`src/rtl/dma_arbiter_rr.sv`:
```
// Burst-level stream arbiter for the DMA AHB master: priority levels with round-robin
// tie-break, age promotion against starvation, and the grant held until the master's done pulse.
module dma_arbiter_rr #(
  parameter int numb_ch   = 8,
  parameter int pl_width  = 2,
  parameter int fifo_size = 5,
  parameter int age_max   = 7,
  localparam int sel_w    = (numb_ch > 1) ? $clog2(numb_ch) : 1
) (
  input  logic                            i_clk,
  input  logic                            i_nreset,
  input  logic [numb_ch-1:0]              i_en_stream,
  input  logic [numb_ch*pl_width-1:0]     i_pl,
  input  logic [2*numb_ch-1:0]            i_size,
  input  logic [2*numb_ch-1:0]            i_burst,
  input  logic [18*numb_ch-1:0]           i_ndt,
  input  logic [(fifo_size+1)*numb_ch-1:0] i_left_bytes,
  input  logic [numb_ch-1:0]              i_requests,
  input  logic [numb_ch-1:0]              i_relevance_req,
  input  logic                            i_master_ready,
  input  logic                            i_xfer_done,
  output logic [sel_w-1:0]                o_stream_sel,
  output logic                            o_master_en,
  output logic                            o_urgent,
  output logic [1:0]                      o_state
);

  localparam int lb_w  = fifo_size + 1;
  localparam int eff_w = pl_width + 1;
  localparam int age_w = 4;

  // Handshake: a grant is offered only while i_master_ready is high in SWAP; once
  // o_master_en is high the grant is owned by the master until its one-cycle i_xfer_done.
  typedef enum logic [1:0] {
    ST_IDLE = 2'd0,
    ST_SWAP = 2'd1,
    ST_WORK = 2'd2
  } state_t;

  state_t                   r_state;
  state_t                   w_next;
  logic [sel_w-1:0]         r_sel;
  logic [sel_w-1:0]         r_rr;
  logic                     r_urgent;
  logic [numb_ch-1:0]       w_elig;
  logic [numb_ch*eff_w-1:0] w_eff;
  logic [sel_w-1:0]         w_win;
  logic                     w_win_urg;
  logic                     w_any_elig;
  logic                     w_decide;
  int                       w_key;
  int                       w_dist;
  int                       w_best_key;

  for (genvar g = 0; g < numb_ch; g++) begin : g_ch
    logic [1:0]       w_size;
    logic [1:0]       w_burst;
    logic [2:0]       w_sshift;
    logic [2:0]       w_bshift;
    logic [6:0]       w_need;
    logic [19:0]      w_ndt_bytes;
    logic [lb_w-1:0]  w_left;
    logic             w_room;
    logic             w_urg;
    logic [age_w-1:0] r_age;

    assign w_size      = i_size[2*g +: 2];
    assign w_burst     = i_burst[2*g +: 2];
    assign w_sshift    = w_size[1] ? 3'd2 : (w_size[0] ? 3'd1 : 3'd0);
    // Beats 1/4/8/16 are 2^0/2^2/2^3/2^4, so the burst size is a single shift.
    assign w_bshift    = (w_burst == 2'd0) ? 3'd0 : ({1'b0, w_burst} + 3'd1);
    assign w_need      = 7'd1 << (w_sshift + w_bshift);
    assign w_ndt_bytes = {2'b00, i_ndt[18*g +: 18]} << w_sshift;
    assign w_left      = i_left_bytes[lb_w*g +: lb_w];
    assign w_room      = (32'(w_left) >= 32'(w_need)) ||
                         ((w_left != '0) && (32'(w_ndt_bytes) <= 32'(w_left)));
    assign w_elig[g]   = i_en_stream[g] && (i_requests[g] || !i_relevance_req[g]) && w_room;
    assign w_urg       = (r_age == age_w'(age_max));
    assign w_eff[g*eff_w +: eff_w] = {w_urg, i_pl[g*pl_width +: pl_width]};

    always_ff @(posedge i_clk or negedge i_nreset) begin
      if (!i_nreset) begin
        r_age <= '0;
      end else if (!i_en_stream[g]) begin
        r_age <= '0;
      end else if (w_decide) begin
        if (w_win == sel_w'(g)) begin
          r_age <= '0;
        end else if (w_elig[g] && (r_age != age_w'(age_max))) begin
          r_age <= r_age + age_w'(1);
        end
      end
    end
  end

  assign w_any_elig = |w_elig;

  // Key = effective priority above the inverted search distance from the rr pointer,
  // so the largest key is the highest priority and, among equals, the next in rr order.
  always_comb begin
    w_best_key = -1;
    w_win      = '0;
    w_win_urg  = 1'b0;
    w_key      = 0;
    w_dist     = 0;
    for (int ch = 0; ch < numb_ch; ch++) begin
      if (ch > int'(r_rr)) w_dist = ch - int'(r_rr) - 1;
      else                 w_dist = ch + numb_ch - int'(r_rr) - 1;
      w_key = int'(w_eff[ch*eff_w +: eff_w]) * 32 + (31 - w_dist);
      if (w_elig[ch] && (w_key > w_best_key)) begin
        w_best_key = w_key;
        w_win      = sel_w'(ch);
        w_win_urg  = w_eff[ch*eff_w + eff_w - 1];
      end
    end
  end

  always_comb begin
    w_next   = r_state;
    w_decide = 1'b0;
    case (r_state)
      ST_IDLE: if (|i_en_stream) w_next = ST_SWAP;
      ST_SWAP: begin
        if (!(|i_en_stream)) begin
          w_next = ST_IDLE;
        end else if (w_any_elig && i_master_ready) begin
          w_next   = ST_WORK;
          w_decide = 1'b1;
        end
      end
      ST_WORK: if (i_xfer_done) w_next = ST_SWAP;
      default: w_next = ST_IDLE;
    endcase
  end

  always_ff @(posedge i_clk or negedge i_nreset) begin
    if (!i_nreset) begin
      r_state  <= ST_IDLE;
      r_sel    <= '0;
      r_rr     <= sel_w'(numb_ch - 1);
      r_urgent <= 1'b0;
    end else begin
      r_state <= w_next;
      if (w_decide) begin
        r_sel    <= w_win;
        r_rr     <= w_win;
        r_urgent <= w_win_urg;
      end
    end
  end

  assign o_stream_sel = r_sel;
  assign o_master_en  = (r_state == ST_WORK);
  assign o_urgent     = r_urgent;
  assign o_state      = r_state;

endmodule

```
`config.mk`:
```
export PLATFORM = sky130hd
export DESIGN_NAME = dma_arbiter_rr
export DESIGN_NICKNAME = d
export VERILOG_FILES = /design/src/rtl/dma_arbiter_rr.sv
export SDC_FILE = /design/constraint.sdc
export NUM_CORES = 1
export LEC_CHECK = 0
export CAP_MARGIN = 10
export CORE_UTILIZATION = 51
export CTS_CLUSTER_DIAMETER = 80
export CTS_CLUSTER_SIZE = 30
export DETAILED_ROUTE_END_ITERATION = 7
export GPL_ROUTABILITY_DRIVEN = 0
export GPL_TIMING_DRIVEN = 0
export PLACE_DENSITY = 0.78
export SYNTH_ARGS = -nofsm -noshare
export SYNTH_HDL_FRONTEND = slang
export SYNTH_SLANG_ARGS = --single-unit
```
`constraint.sdc`:
```
create_clock -name i_clk -period 21.3 [get_ports i_clk]
set_input_delay 4.26 -clock i_clk [delete_from_list [all_inputs] [get_ports i_clk]]
set_output_delay 4.26 -clock i_clk [all_outputs]
set_load 0.03 [all_outputs]
```
==> results of run 1 <==
layout make-up:
class | count | area, um2 | share of cell area
repair inverters | 1 | 6.256 | 0.0002942
repair buffers | 383 | 3661 | 0.1722
flip-flops and latches | 41 | 1030 | 0.04843
clock inverters | 2 | 37.54 | 0.001765
clock buffers | 6 | 138.9 | 0.006532
multi-input cells | 1705 | 14440 | 0.6790
inverters | 223 | 852.1 | 0.04008
plain buffers | 64 | 609.3 | 0.02866
well taps | 390 | 488.0 | 0.02295
diodes | 1 | 2.502 | 0.0001177
state kept, by name, indices dropped and copies added, names as in the netlist:
| register | flops |
|---|---|
| g_ch.r_age | 32 |
| o_state | 2 |
| o_stream_sel | 3 |
| o_urgent | 1 |
| r_rr | 3 |
power by group through the flow:
stage | sequential (mW) | clock (mW) | combinational [mW]
2_1_floorplan | 0.116 | 0 | 1.97
3_3_place_gp | 0.109 | 0 | 2.59
3_5_place_dp | 0.109 | 0 | 2.67
4_1_cts | 0.108 | 0.0905 | 3.09
5_1_grt | 0.111 | 0.0953 | 4.02
6_report | 0.110 | 0.0907 | 3.79
per-stage QoR:
| stage | cells | power, mW | hold slack (ns) |
|---|---|---|---|
| floorplan | 2037 | 2.087 | 0.4691 |
| global placement | 2692 | 2.696 | 0.4895 |
| detailed placement | 2694 | 2.782 | 0.4935 |
| CTS | 2770 | 3.291 | 0.5091 |
| global route | 2815 | 4.221 | 0.5193 |
| finish | 2816 | 3.988 | 0.5094 |
worst paths after layout:
path,start,slack [ns],depth (start not counted),end
worst max-delay path,i_size[0],-0.58,93,g_ch[2].r_age[3]
worst min-delay path,g_ch[3].r_age[0],0.51,1,g_ch[3].r_age[0]
worst max register to register,r_rr[2],2.14,92,g_ch[2].r_age[3]
worst min register to register,g_ch[3].r_age[0],0.51,1,g_ch[3].r_age[0]
max in group asynchronous,i_nreset,17.07,2,r_rr[1]
min in group asynchronous,i_nreset,3.76,1,g_ch[7].r_age[1]
critical path, delay by kind of cell:
kind	cells	cell delay [ns]
compound gates	43	9.07
simple gates	19	2.85
buf+inv	20	2.88
xor+xnor	1	0.15
fa+ha+maj	10	2.78
synthesized netlist by cell type (13+ instances only):
cell type	count	area, um2
nor3_1	23	115.1
a21o_1	39	292.8
nor4_1	30	187.7
o21ai_0	112	560.5
nand3b_1	19	142.6
nand2_1	152	570.6
nand4_1	47	294.0
nand3_1	69	345.3
a211oi_1	19	142.6
dfrtp_1	38	950.9
a21oi_1	130	650.6
and3_1	14	87.58
inv_1	222	833.3
xnor2_1	30	262.8
o21a_1	31	232.7
fa_1	16	320.3
or2_2	16	100.1
clkbuf_1	49	183.9
a31oi_1	19	118.9
nor2b_1	41	256.5
nand2b_1	23	143.9
ha_1	379	4742
mux2i_1	46	460.4
nor2_1	142	533.0
o22ai_1	19	118.9
or3_1	16	100.1
a22oi_1	13	97.59
per-layer routing:
layer | vias up | wire length, um | GRT usage | share of wire
li1 | 8195 | - | - | -
met1 | 8204 | 20430 | 0.3779 | 0.37
met2 | 1040 | 26460 | 0.5582 | 0.48
met3 | 314 | 4966 | 0.04983 | 0.090
met4 | 0 | 3538 | 0.1457 | 0.064
met5 | - | 0 | 0 | 0
repair_timing:
item                       4_1_cts  5_1_grt
resized for setup              182      169
setup endpoints to repair       39       39
cloned                           1        1
buffers inserted                70       44
pin swaps                       86      107
logic make-up after synthesis:
logic type,synth area share
simple gates,0.2150
mux,0.03898
other cells,0.0004915
buf+inv,0.07533
flops,0.06739
xor+xnor,0.02121
compound gates,0.2503
fa+ha+maj,0.3313
==> flow_summary.yaml, run 1 <==
run_status:
  status: "finished with violations"
  violations: "setup timing"
sta:
  hold_viol_final: 0
  tightest_slew_ns: 1.288
  setup_viol: 39
  relSlewSlack: 0.1354
  slew_viol_final: 0
  skew_ns: 0.004579
  tns_ns: -12.88
  fmax_mhz: 45.70
  timing.final.ws_setup_ns: -0.5798
  fin_crit_ns: 21.88
  rsz0062_at_grt: "yes"
  post-route-period-util: 1.027
setup_path:
  critPathRequiredTime_ns: 21.47
  critPathMaxStageDelay_ns: 0.40
  cp_common_cell: "buf_4"
  end_kind: "register"
  start_kind: "input port"
  slowest_stage: "a2111oi_4"
  crit_type: "input port to register"
  critPathArrivalTime_ns: 22.05
  worstPathMaxFanout: 8
floorplan:
  dieArea_mm2: 0.03066
  dieHeight_um: 175.1
  die_w_um: 175.1
  row_count: 63
  initial_core_util: 0.5169
  num_io_pins: 275
  core_area_mm2: 0.02956
clock_network:
  clkTransAtPathRegs_ns: 0.06
  htree_levels: 2
  clkSinkCount: 41
  cts_root_buf: "clkbuf_16"
  cts_buffer_depth: 2
  numCtsBuffers: 5
  ctsHoldBuffers: 0
  worstSkewPairLatency_ns: 0.29
  cts_tree: "yes"
power:
  switchingPower_mw: 2.188
  p_leak_nw: 9.811
  p_clk_frac: 0.023
  p_per_area_mw_per_mm2: 187.6
  ir_worst_vdd_mv: 0.1340
  p_comb_frac: 0.950
  seqPwrFrac: 0.028
  internal_power_mw: 1.800
  p_sw_frac: 0.5486
placement:
  place_area_mm2: 0.01862
  io_buffers: 265
  dp_slack_ns: -3.869
  dp_hpwl_mm: 40.31
layout:
  stdcell_area_mm2: 0.02126
  syn2layout_area_growth_pct: 39.15
  layout_common_cells: "358 x ha_1, 261 x clkdlybuf4s50_1, 219 x inv_1, 146 x nand2_1, 131 x nor2_1"
  fin_nets: 3087
  drive_gt1_frac: 0.1678
  final_common_cell: "ha_1"
  fillers: 2162
  final_core_util: 0.7193
grt:
  gr-total-overflow: 0
  grt_first_pass_wirelength_mm: 80.56
  grtUsageTotal: 0.3179
  antenna_found_initial: 0
  grt_pass1_vias: 16754
  grt_max_degree: 41
route:
  drt-pass1-iter-count: 6
  drc_errors: 0
  routed_wl_mm: 55.40
  ant_nets: 0
  first_iter_violations: 2047
  routed-via-count: 17753
  vias_per_cell: 6.304
  routedWlPerCell_um: 19.67
yosys:
  synth-edff-count: 0
  synth_cell_type_count: 97
  synth-async-reset-ratio: 1.000
  yosysWarnings: 0
  seq_area_frac_synth: 0.06739
  synthCells: 2016
  syn_area_mm2: 0.01528
  ys_seq_elements: 41
  synth-main-ff-cell: "dfrtp_1"
  syn_area_per_cell_um2: 7.579
min_path:
  min_path_type: "register to register"
job:
  cap_violations: 0
Note: power is estimated with default switching activity, not from simulation.
==> run 2: changes to the inputs <==
- CAP_MARGIN: 10 -> 25
==> flow_summary.yaml, run 2 (same netlist as run 1, synthesis figures left out) <==
sta:
  setup_viol: 39
  fmax_mhz: 45.74
  slew_viol_final: 0
  hold_viol_final: 0
  timing.final.ws_setup_ns: -0.5632
  skew_ns: 0.003111
  tns_ns: -15.11
  post-route-period-util: 1.026
  fin_crit_ns: 21.86
  rsz0062_at_grt: "yes"
  tightest_slew_ns: 0.9847
  relSlewSlack: 0.3396
clock_network:
  htree_levels: 2
  cts_tree: "yes"
  numCtsBuffers: 5
  cts_root_buf: "clkbuf_16"
  worstSkewPairLatency_ns: 0.29
  ctsHoldBuffers: 0
  cts_buffer_depth: 2
  clkTransAtPathRegs_ns: 0.06
  clkSinkCount: 41
grt:
  gr-total-overflow: 0
  antenna_found_initial: 0
  grt_max_degree: 41
  grt_pass1_vias: 16842
  grt_first_pass_wirelength_mm: 81.66
  grtUsageTotal: 0.3245
route:
  routed_wl_mm: 56.03
  routed-via-count: 17797
  vias_per_cell: 6.304
  routedWlPerCell_um: 19.85
  drc_errors: 0
  first_iter_violations: 1597
  drt-pass1-iter-count: 8
  ant_nets: 0
layout:
  fin_nets: 3095
  layout_common_cells: "350 x ha_1, 261 x clkdlybuf4s50_1, 219 x inv_1, 147 x nand2_1, 127 x nor2_1"
  syn2layout_area_growth_pct: 40.43
  drive_gt1_frac: 0.1726
  stdcell_area_mm2: 0.02146
  regMostFlops: "g_ch.r_age"
  multi_input_area_mm2: 0.01459
  antenna_cells: 0
  seq_area_mm2: 0.001030
  final_common_cell: "ha_1"
  largest_register_ffs: 32
  fillers: 2102
job:
  cap_violations: 0
power:
  p_per_area_mw_per_mm2: 188.7
  p_leak_nw: 9.833
  power_mw: 4.050
  ir_worst_vdd_mv: 0.1236
setup_path:
  worstPathMaxFanout: 10
  crit_type: "input port to register"
  cp_common_cell: "a21oi_1"
  end_kind: "register"
  critPathMaxStageDelay_ns: 0.44
  start_kind: "input port"
  critPathArrivalTime_ns: 22.03
  slowest_stage: "or3_4"
  critPathRequiredTime_ns: 21.47
floorplan:
  dieArea_mm2: 0.03066
  core_area_mm2: 0.02956
  initial_core_util: 0.5169
  dieHeight_um: 175.1
  die_w_um: 175.1
  num_io_pins: 275
  row_count: 63
run_status:
  violations: "setup timing"
  status: "finished with violations"
placement:
  io_buffers: 265
  place_area_mm2: 0.01863
  dp_hpwl_mm: 40.43
min_path:
  min_path_type: "register to register"
-- run 2: worst max-delay path: cells and delay by family --
| family | cells | cell delay (ns) |
|---|---|---|
| adder cells (fa/ha/maj) | 11 | 2.98 |
| AO/OA/AOI/OAI | 44 | 8.70 |
| AND/OR/NAND/NOR | 21 | 3.46 |
| XOR/XNOR | 1 | 0.17 |
| buffers and inverters | 17 | 2.39 |
-- run 2: area by class of cell --
| type | instances | share of cell area |
|---|---|---|
| multi-input combinational | 1705 | 0.6797 |
| timing repair buffer | 392 | 0.1748 |
| sequential | 41 | 0.04799 |
| inverter | 223 | 0.03971 |
| buffer | 63 | 0.02653 |
| tap | 390 | 0.02274 |
| clock buffer | 7 | 0.006648 |
| clock inverter | 1 | 0.001400 |
| timing repair inverter | 1 | 0.0004082 |
-- run 2: power breakdown --
part	leakage [nW]	switching [mW]	total, mW	internal (mW)
logic	9.20	2.15	3.85	1.70
clock network	0.0841	0.0315	0.0901	0.0586
registers	0.548	0.0167	0.110	0.0928
-- run 2: metrics by stage --
step	cells	hold slack, ns	util	setup slack [ns]
floorplan	2037	0.4691	-	0.0001243
global placement	2692	0.4895	0.6292	-3.578
detailed placement	2696	0.4924	0.6303	-3.918
CTS	2779	0.5046	0.6846	-0.09797
global route	2823	0.5240	0.7259	-1.374
finish	2823	0.5036	0.7259	-0.5632
-- run 2: final timing paths --
kind	from	to	slack, ns	depth (start not counted)
max in group asynchronous	i_nreset	r_rr[1]	17.07	2
hold / removal	g_ch[1].r_age[2]	g_ch[1].r_age[2]	0.50	1
setup reg to reg	r_rr[2]	g_ch[1].r_age[0]	2.16	91
min in group asynchronous	i_nreset	g_ch[7].r_age[1]	3.76	1
hold reg to reg	g_ch[1].r_age[2]	g_ch[1].r_age[2]	0.50	1
setup / recovery	i_burst[0]	g_ch[1].r_age[0]	-0.56	94
-- run 2: routing by layer --
metal,GRT usage,up-vias,part of all wire
li1,-,8200,-
met1,0.3756,8291,0.37
met2,0.5723,1015,0.48
met3,0.05657,291,0.086
met4,0.1616,0,0.060
met5,0,-,0
-- run 2: repair_timing --
item	in CTS	in global routing
pin swaps	89	134
endpoints found under the setup margin	39	39
cloned	1	2
setup buffers	77	44
resized for setup	188	179
